**config.mk**
```make
export PLATFORM = sky130hd
export DESIGN_NAME = dma_copy_engine
export DESIGN_NICKNAME = d
export VERILOG_FILES = /design/src/rtl/dma_pkg.sv /design/src/rtl/dma_copy_engine.sv
export SDC_FILE = /design/constraint.sdc
export NUM_CORES = 1
export LEC_CHECK = 0
export ABC_AREA = 1
export BUFFER_PORTS_ARGS = -buffer_cell sky130_fd_sc_hd__buf_4
export CORE_ASPECT_RATIO = 1.25
export CORE_MARGIN = 2
export CORE_UTILIZATION = 29
export CTS_CLUSTER_SIZE = 25
export DETAILED_ROUTE_END_ITERATION = 7
export PLACE_DENSITY_LB_ADDON = 0.25
export SLEW_MARGIN = 20
export SYNTH_ARGS = -nofsm -noshare
export SYNTH_HDL_FRONTEND = slang
export SYNTH_SLANG_ARGS = --single-unit
```
**constraint.sdc**
```tcl
create_clock -name cpu_clk -period 2.36 [get_ports cpu_clk]
set_input_delay 0.118 -clock cpu_clk [delete_from_list [all_inputs] [get_ports cpu_clk]]
set_output_delay 0.118 -clock cpu_clk [all_outputs]
set_load 0.005 [all_outputs]
```
**src/rtl/dma_pkg.sv**
```systemverilog
// Shared definitions for the DMA copy engine: FSM state encoding and the
// bus-ownership select values that the data memory also decodes.
package dma_pkg;

  localparam logic [2:0] ENC_IDLE    = 3'd0;
  localparam logic [2:0] ENC_ACQUIRE = 3'd1;
  localparam logic [2:0] ENC_READ    = 3'd2;
  localparam logic [2:0] ENC_WRITE   = 3'd3;
  localparam logic [2:0] ENC_DONE    = 3'd4;

  typedef enum logic [2:0] {
    ST_IDLE    = ENC_IDLE,
    ST_ACQUIRE = ENC_ACQUIRE,
    ST_READ    = ENC_READ,
    ST_WRITE   = ENC_WRITE,
    ST_DONE    = ENC_DONE
  } dma_state_t;

  localparam logic CPU_CTRL = 1'b0;
  localparam logic DMA_CTRL = 1'b1;

endpackage

```
**src/rtl/dma_copy_engine.sv**
```systemverilog
// Word-granular memory-to-memory copy engine owning the DMA port of the L1
// data memory; copies ascending at two cycles per word while stalling the CPU.
module dma_copy_engine
  import dma_pkg::*;
#(
  parameter int DATA_WIDTH      = 32,
  parameter int DATA_ADDR_WIDTH = 32,
  parameter int NUM_WORDS       = 128
) (
  input  logic                       cpu_clk,
  input  logic                       cpu_rst,
  input  logic                       dma_start,
  input  logic [DATA_ADDR_WIDTH-1:0] dma_src,
  input  logic [DATA_ADDR_WIDTH-1:0] dma_dst,
  input  logic [DATA_ADDR_WIDTH-1:0] dma_len,
  input  logic                       dma_abort,
  input  logic                       cpu_mem_idle,
  input  logic [DATA_WIDTH-1:0]      data_mem_rdata,
  output logic [DATA_ADDR_WIDTH-1:0] dma_data_mem_raddr,
  output logic [DATA_ADDR_WIDTH-1:0] dma_data_mem_waddr,
  output logic [DATA_WIDTH-1:0]      dma_data_mem_wdata,
  output logic                       dma_data_mem_write,
  output logic                       data_mem_read_ctrl_by,
  output logic                       data_mem_write_ctrl_by,
  output logic                       cpu_mem_stall,
  output logic                       dma_busy,
  output logic                       dma_done,
  output logic                       dma_error,
  output logic                       dma_aborted
);

  typedef logic [DATA_ADDR_WIDTH-1:0] addr_t;
  typedef logic [DATA_ADDR_WIDTH:0]   sum_t;

  localparam sum_t  MEM_LIMIT = sum_t'(NUM_WORDS);
  localparam addr_t ONE       = addr_t'(1);

  dma_state_t            state_reg;
  addr_t                 src_reg;
  addr_t                 dst_reg;
  addr_t                 len_reg;
  addr_t                 idx_reg;
  addr_t                 idx_next;
  logic [DATA_WIDTH-1:0] buf_reg;
  logic                  error_reg;
  logic                  aborted_reg;
  sum_t                  src_end;
  sum_t                  dst_end;
  logic                  bounds_bad;

  // One extra bit so a wrapping end address still counts as out of range.
  assign src_end    = {1'b0, dma_src} + {1'b0, dma_len};
  assign dst_end    = {1'b0, dma_dst} + {1'b0, dma_len};
  assign bounds_bad = (src_end > MEM_LIMIT) || (dst_end > MEM_LIMIT);
  assign idx_next   = idx_reg + ONE;

  always_ff @(posedge cpu_clk) begin
    if (cpu_rst) begin
      state_reg   <= ST_IDLE;
      src_reg     <= '0;
      dst_reg     <= '0;
      len_reg     <= '0;
      idx_reg     <= '0;
      buf_reg     <= '0;
      error_reg   <= 1'b0;
      aborted_reg <= 1'b0;
    end else begin
      case (state_reg)
        ST_IDLE: begin
          if (dma_start) begin
            src_reg     <= dma_src;
            dst_reg     <= dma_dst;
            len_reg     <= dma_len;
            idx_reg     <= '0;
            error_reg   <= 1'b0;
            aborted_reg <= 1'b0;
            if (dma_len == '0) begin
              state_reg <= ST_DONE;
            end else if (bounds_bad) begin
              error_reg <= 1'b1;
              state_reg <= ST_DONE;
            end else begin
              state_reg <= ST_ACQUIRE;
            end
          end
        end
        ST_ACQUIRE: begin
          if (dma_abort) begin
            aborted_reg <= 1'b1;
            state_reg   <= ST_DONE;
          end else if (cpu_mem_idle) begin
            state_reg <= ST_READ;
          end
        end
        ST_READ: begin
          if (dma_abort) begin
            aborted_reg <= 1'b1;
            state_reg   <= ST_DONE;
          end else begin
            buf_reg   <= data_mem_rdata;
            state_reg <= ST_WRITE;
          end
        end
        ST_WRITE: begin
          // The write on the bus this cycle always lands, abort or not.
          idx_reg <= idx_next;
          if (dma_abort) begin
            aborted_reg <= 1'b1;
            state_reg   <= ST_DONE;
          end else if (idx_next == len_reg) begin
            state_reg <= ST_DONE;
          end else begin
            state_reg <= ST_READ;
          end
        end
        ST_DONE: state_reg <= ST_IDLE;
        default: state_reg <= ST_IDLE;
      endcase
    end
  end

  assign dma_busy               = (state_reg != ST_IDLE);
  assign cpu_mem_stall          = (state_reg == ST_ACQUIRE) || (state_reg == ST_READ) ||
                                  (state_reg == ST_WRITE);
  assign data_mem_read_ctrl_by  = (state_reg == ST_READ)  ? DMA_CTRL : CPU_CTRL;
  assign data_mem_write_ctrl_by = (state_reg == ST_WRITE) ? DMA_CTRL : CPU_CTRL;
  assign dma_data_mem_raddr     = (state_reg == ST_READ)  ? src_reg + idx_reg : '0;
  assign dma_data_mem_waddr     = (state_reg == ST_WRITE) ? dst_reg + idx_reg : '0;
  assign dma_data_mem_wdata     = (state_reg == ST_WRITE) ? buf_reg : '0;
  assign dma_data_mem_write     = (state_reg == ST_WRITE);
  assign dma_done               = (state_reg == ST_DONE);
  assign dma_error              = dma_done && error_reg;
  assign dma_aborted            = dma_done && aborted_reg;

endmodule

```
Word-level counts from Yosys, hierarchy flattened

Cells that the tools add are included.

Bits in registers: 165
Input bits: 133
Logic and storage cells: 61

Add/sub/neg operators: 5
Order comparisons: 2
Equality and inequality tests: 8
Mux-type cells: 21
Bitwise operators: 1
Reductions and logical operators: 16

Operators by type and width:

| operator                                                                         | number |
|---|---|
| 32-bit 2-to-1 mux                                                                | 4 |
| 32-bit by 32-bit adder with 33-bit output                                        | 2 |
| 33-bit by 8-bit greater-than comparator with 1-bit output, second input constant | 2 |
| 32-bit adder                                                                     | 2 |
| 32-bit case mux with 2 select lines                                              | 1 |
| 32-bit by 1-bit adder with 32-bit output, second input constant                  | 1 |
| 32-bit equality test                                                             | 1 |
| 32-bit logical NOT                                                               | 1 |
| 3-bit 2-to-1 mux                                                                 | 8 |
| 3-bit case mux with 4 select lines                                               | 1 |
| 2-bit AND reduction                                                              | 4 |
| 3-bit by 2-bit equality test with 1-bit output, second input constant            | 2 |
| 1-bit 2-to-1 mux                                                                 | 6 |
| 2-bit nonzero test                                                               | 2 |
| 3-bit by 1-bit equality test with 1-bit output, second input constant            | 1 |
| 3-bit equality test, second input constant                                       | 1 |
| 3-bit logical NOT                                                                | 1 |
| 1-bit logical OR                                                                 | 3 |
| 3-bit != test, second input constant                                             | 1 |
| 3-bit AND reduction                                                              | 1 |
| 3-bit nonzero test                                                               | 1 |
| 3-bit OR reduction                                                               | 1 |
| 1-bit logical AND                                                                | 2 |
| 2-bit by 1-bit != test with 1-bit output, second input constant                  | 1 |
| 3 further kinds                                                                  | 3 |

Longest topological paths before layout

Depth after elaboration: 7
Depth in mapped cells: 22
Depth with buffers taken out: 22

Worst setup path before layout

No wires, ideal clock.

Path kind: register -> output
Start point: reg idx_reg[0]
End point: out dma_data_mem_raddr[24]
Arrival time: 2.466 ns
Data required time: 2.242 ns
Path slack: -0.224 ns
Stages on the path, launching flop included: 19
Buffers on the path: 0
Path through: dfxtp_1 > ha_1 > fa_1 > nand2_1 > nand2_1 > o21ai_0 > o21ai_0 > a21boi_1 > o21ai_2 > a21oi_1 > inv_1 > nand2_1 > nand2_1 > nand2_1 > nand2_1 > a21oi_1 > nand2b_1 > inv_1 > nor2_1

Word-level cells in the longest chain between the ends: 2

Ends and longest elaborated chain:

| element                | line                   | RTL |
|---|---|---|
| from (decl)            | dma_copy_engine.sv:42  | `addr_t idx_reg;` |
| from (signal assigned) | dma_copy_engine.sv:106 | `idx_reg <= idx_next;` |
| 32-bit adder           | dma_copy_engine.sv:127 | `assign dma_data_mem_raddr = (state_reg == ST_READ) ? src_reg + idx_reg : '0;` |
| 32-bit 2-to-1 mux      | dma_copy_engine.sv:127 |  |
| to (decl)              | dma_copy_engine.sv:19  | `output logic [DATA_ADDR_WIDTH-1:0] dma_data_mem_raddr,` |

Every way passes these cells.

Worst setup path after layout

Start point: reg idx_reg[0]
End point: out dma_data_mem_waddr[24]

Word-level cells in the longest chain between the ends: 2

Ends and longest elaborated chain:

| element           | line                   | RTL |
|---|---|---|
| 32-bit adder      | dma_copy_engine.sv:128 | `assign dma_data_mem_waddr = (state_reg == ST_WRITE) ? dst_reg + idx_reg : '0;` |
| 32-bit 2-to-1 mux | dma_copy_engine.sv:128 |  |
| to (decl)         | dma_copy_engine.sv:20  | `output logic [DATA_ADDR_WIDTH-1:0] dma_data_mem_waddr,` |

Every way passes these cells.

==> impl_results.md <==
- Status: finished, violations left
- Failing checks: negative setup slack
- Vias/cell: 4.66
- # DRC: 0
- CP peak stage delay: between 300 and 400 ps
- TritonCTS Buffers: 17
- CTS tree: built
- Area of the multi-input gates: between 0.01 and 0.015 mm²
- P per Cell Area: roughly 360 mW/mm²
- Peak VDD IR: roughly 0.38 mV
- Clock Latency Late Sink: between 400 and 500 ps
- Num rows: between 90 and 100
- CP Launch Type: flop
- Layout Utilization: a little under half
- HP Class: input pin to flop
- Worst Path Max Fanout: 3
- Hold Path Stages: 4
- Post-Syn Area: about 0.016 mm²
- Top_reg_cell synth: dfxtp_1
- I/O Buffers: around 240
- Clock sink total: ~170
- DP Wirelength: between 50000 and 60000 µm
- DR iter-0 viols: around 1300
- CP cell instances: ha_4 > fa_2 > nand2_2 > nand3_2 > o21ai_2 > o21ai_2 > a21boi_2 > o21ai_2 > a21oi_2 > o21ai_2 > nand2_1 > nand2_2 > a21oi_2 > nand2b_1 > inv_1 > nor2_1 > buf_4
- Asr flop ratio synth: 0%
- CTS Buffer Depth: 2
- Initial antenna violation count: 0
- Die Span Y: between 200 and 300 µm
- Final Net Count: about 3800
- Post-Synth XOR/XNOR Area: 3.68%
- Syn-to-layout area delta: 58.0%
- Yosys cell types: 48
- Delay-heaviest family, CP: compound AO/OA/AOI/OAI gates
- Met1 global-route usage: ~27%
- Largest net degree at the start of global routing: 115
- P_leak: roughly 0.013 µW
- Clock Root Buffer: clkbuf_16
- Initial Util: roughly 29%
- Total routed wirelength: around 70000 µm
- Mux contribution to synthesized area: 0%
- Layout cell share with drive strength beyond 1: 30.6%
- Mean Syn Cell Area: around 5.7 µm²
- Pre-antenna DRT Iters: 5
- Clk slew on worst S/H paths: about 70 ps
- Detailed-route via count: 20200
- Gpl congestion: 0.951
- Flops & latches, synth: approximately 170
- Syn Nets: between 3000 and 4000
- Final cycle utilization of the critical path: 129%
- Max Clock Freq: ~0.33 GHz
- Total power: 9010 µW
- Synth Area in Simple Gates: a little under two fifths
- RSZ-0062 raised after global routing: yes
- Fin worst setup slack: -688 ps
- Syn Inst Count: 2803
- Final slew viol count: 0
- GRT Overall Usage: approximately a quarter
- R2R Setup Slk: -190 ps
- Compound-Gate Fraction of Synth Area: ~16%
- Worst Max-Slew Pin Slew: between 700 and 800 ps
- Met3 Resource Use GR: under 10%
- Dpl ws: -721 ps
- Syn. warnings: 0
- Crit path kind: flop to primary output
- Clk_skew: approximately 12 ps
- CTS HTree Levels: 4
- Critical path arrival: between 2000 and 3000 ps
- Register area share after synthesis: between 20% and 30%
- Cell repeated most along the worst path: o21ai_2
- Setup crit end kind: primary output
- Main combinational cell family by area after synthesis: simple AND/OR/NAND/NOR gates
- # IOs: 237
- Ant. Diodes: 0
- Slew headroom: between 50% and 60%
- Crit-path slowest cell: dfxtp_4
- Grt ovf: 0
- Full die area: 0.0569 mm²
- Synth Area in Adders: 10.5%
- EDFF count, synth: 0
- First-pass GRT wire length: roughly 110000 µm
- Final hold viol count: 0
- CP bufs+invs: 2
- Die X: about 210 µm
- GR met2 Demand/Resource: between 40% and 50%
- Final worst path period need: 3050 ps
- MaxCap Viol Count: 0
- Cells on worst reg2reg path: 19
- Sequential cell area: between 0.003 and 0.004 mm²
- ANT nets after route: 0
- FILL cells: 5767
- Final setup fails: 50
- Core ar.: about 0.055 mm²
- GR peak layer: met2
- Levels on crit path: 17
- Critical Path RT: between 2000 and 2500 ps
- Vias in the first global route: between 15000 and 20000
- Routed len/inst: around 16 µm
==> timing repair <==
| action | 4_1_cts | 5_1_grt |
|---|---|---|
| setup buffers | 33 | 29 |
| setup endpoints to repair | 58 | 59 |
| pin swaps | 70 | 91 |
| endpoints found under the hold margin | 56 | 0 |
| gates resized for setup | 170 | 184 |
| hold buffers | 56 | 0 |
==> report_power, final <==
part,internal [µW],switching [µW]
Sequential,2900,86.9
Combinational,1390,1730
Clock,1640,1260
Total,5930,3080
==> kinds of logic after synthesis <==
kind of cell / count (synthesis)
and+or+nand+nor: 1472
DFF: 165
adders and majority gates: 131
xor gates and xnor gates: 67
AOI/OAI and AO/OA: 477
buffers and inverters: 491
==> metrics by stage <==
| stage | area (µm²) | hold WS (ps) | cells | setup TNS, ps |
|---|---|---|---|---|
| 2_1_floorplan | 16000 | 263 | 2803 | -257 |
| 3_5_place_dp | 22300 | 398 | 4206 | -11340 |
| 6_report | 25200 | 19.9 | 4328 | -22150 |
| 5_1_grt | 25200 | 26.1 | 4328 | -29850 |
| 4_1_cts | 24400 | 2.46 | 4317 | -23090 |
| 3_3_place_gp | 22300 | 388 | 4206 | -11190 |
==> cells in the mapped netlist (4+ instances only) <==
cell / n / share of area [%]
ha_1: 127 / 10
clkbuf_1: 56 / 1.3
dfxtp_1: 165 / 21
nand4_1: 41 / 1.6
o221ai_1: 4 / 0.22
a21o_1: 5 / 0.24
a21oi_1: 309 / 9.7
o22ai_1: 5 / 0.20
xor2_1: 50 / 2.7
o31ai_1: 5 / 0.24
o21ai_0: 98 / 3.1
a31oi_1: 8 / 0.31
nand2_1: 935 / 22
nor2_1: 286 / 6.7
o21bai_1: 7 / 0.33
nand3b_1: 10 / 0.47
nor4_1: 14 / 0.55
or2_2: 11 / 0.43
xnor2_1: 17 / 0.93
nor3_1: 35 / 1.1
o21a_1: 12 / 0.56
nand3_1: 119 / 3.7
fa_1: 4 / 0.50
o21ai_1: 4 / 0.13
inv_1: 426 / 10
==> placed cells by master (no fill, tap or decap), types with 8 or more instances in the layout <==
master and count:
nand3_1 103, nand3_2 13, nand3b_1 10, nor3_1 20, xnor2_1 9, nand2_1 874
inv_2 8, ha_4 28, buf_6 28, buf_4 722, or2_2 10, inv_1 420
a21oi_2 40, nand2_2 59, clkbuf_16 17, buf_12 11, nor2_2 31, xor2_1 40
o21a_1 11, nor3_2 16, a21oi_1 268, dfxtp_1 153, dfxtp_2 8, nor2_1 252
o21ai_2 19, nor4_1 11, o21ai_0 78, ha_1 91, ha_2 8, nor2_4 8
dlygate4sd3_1 56, nand4_1 41
==> tightest hold or removal path, delay by kind of cell <==
kind	cells	cell delay (ps)
and+or+nand+nor	1	40
buffers and inverters	2	180
AOI/OAI and AO/OA	1	100
==> final timing paths <==
| check | start | endpoint |
|---|---|---|
| max | idx_reg[0] | dma_data_mem_waddr[24] |
| min reg2reg | buf_reg[9] | buf_reg[9] |
| max reg2reg | idx_reg[0] | state_reg[1] |
| min | dma_dst[4] | dst_reg[4] |
==> cell type report <==
| cell class | count | area share, % |
|---|---|---|
| well taps | 735 | 3.65 |
| multi-input cells | 2147 | 48.5 |
| inverters | 432 | 6.44 |
| repair buffers | 817 | 25.8 |
| clock inverters | 12 | 0.576 |
| clock buffers | 20 | 1.81 |
| flip-flops and latches | 165 | 13.2 |
==> per-layer routing <==
metal  routed length, µm  share of wire (%)
met5                   0                  0
met4                3050                4.4
met3                2320                3.3
met2               35400                 51
met1               28600                 41
Note: power is estimated with default switching activity, not from simulation.
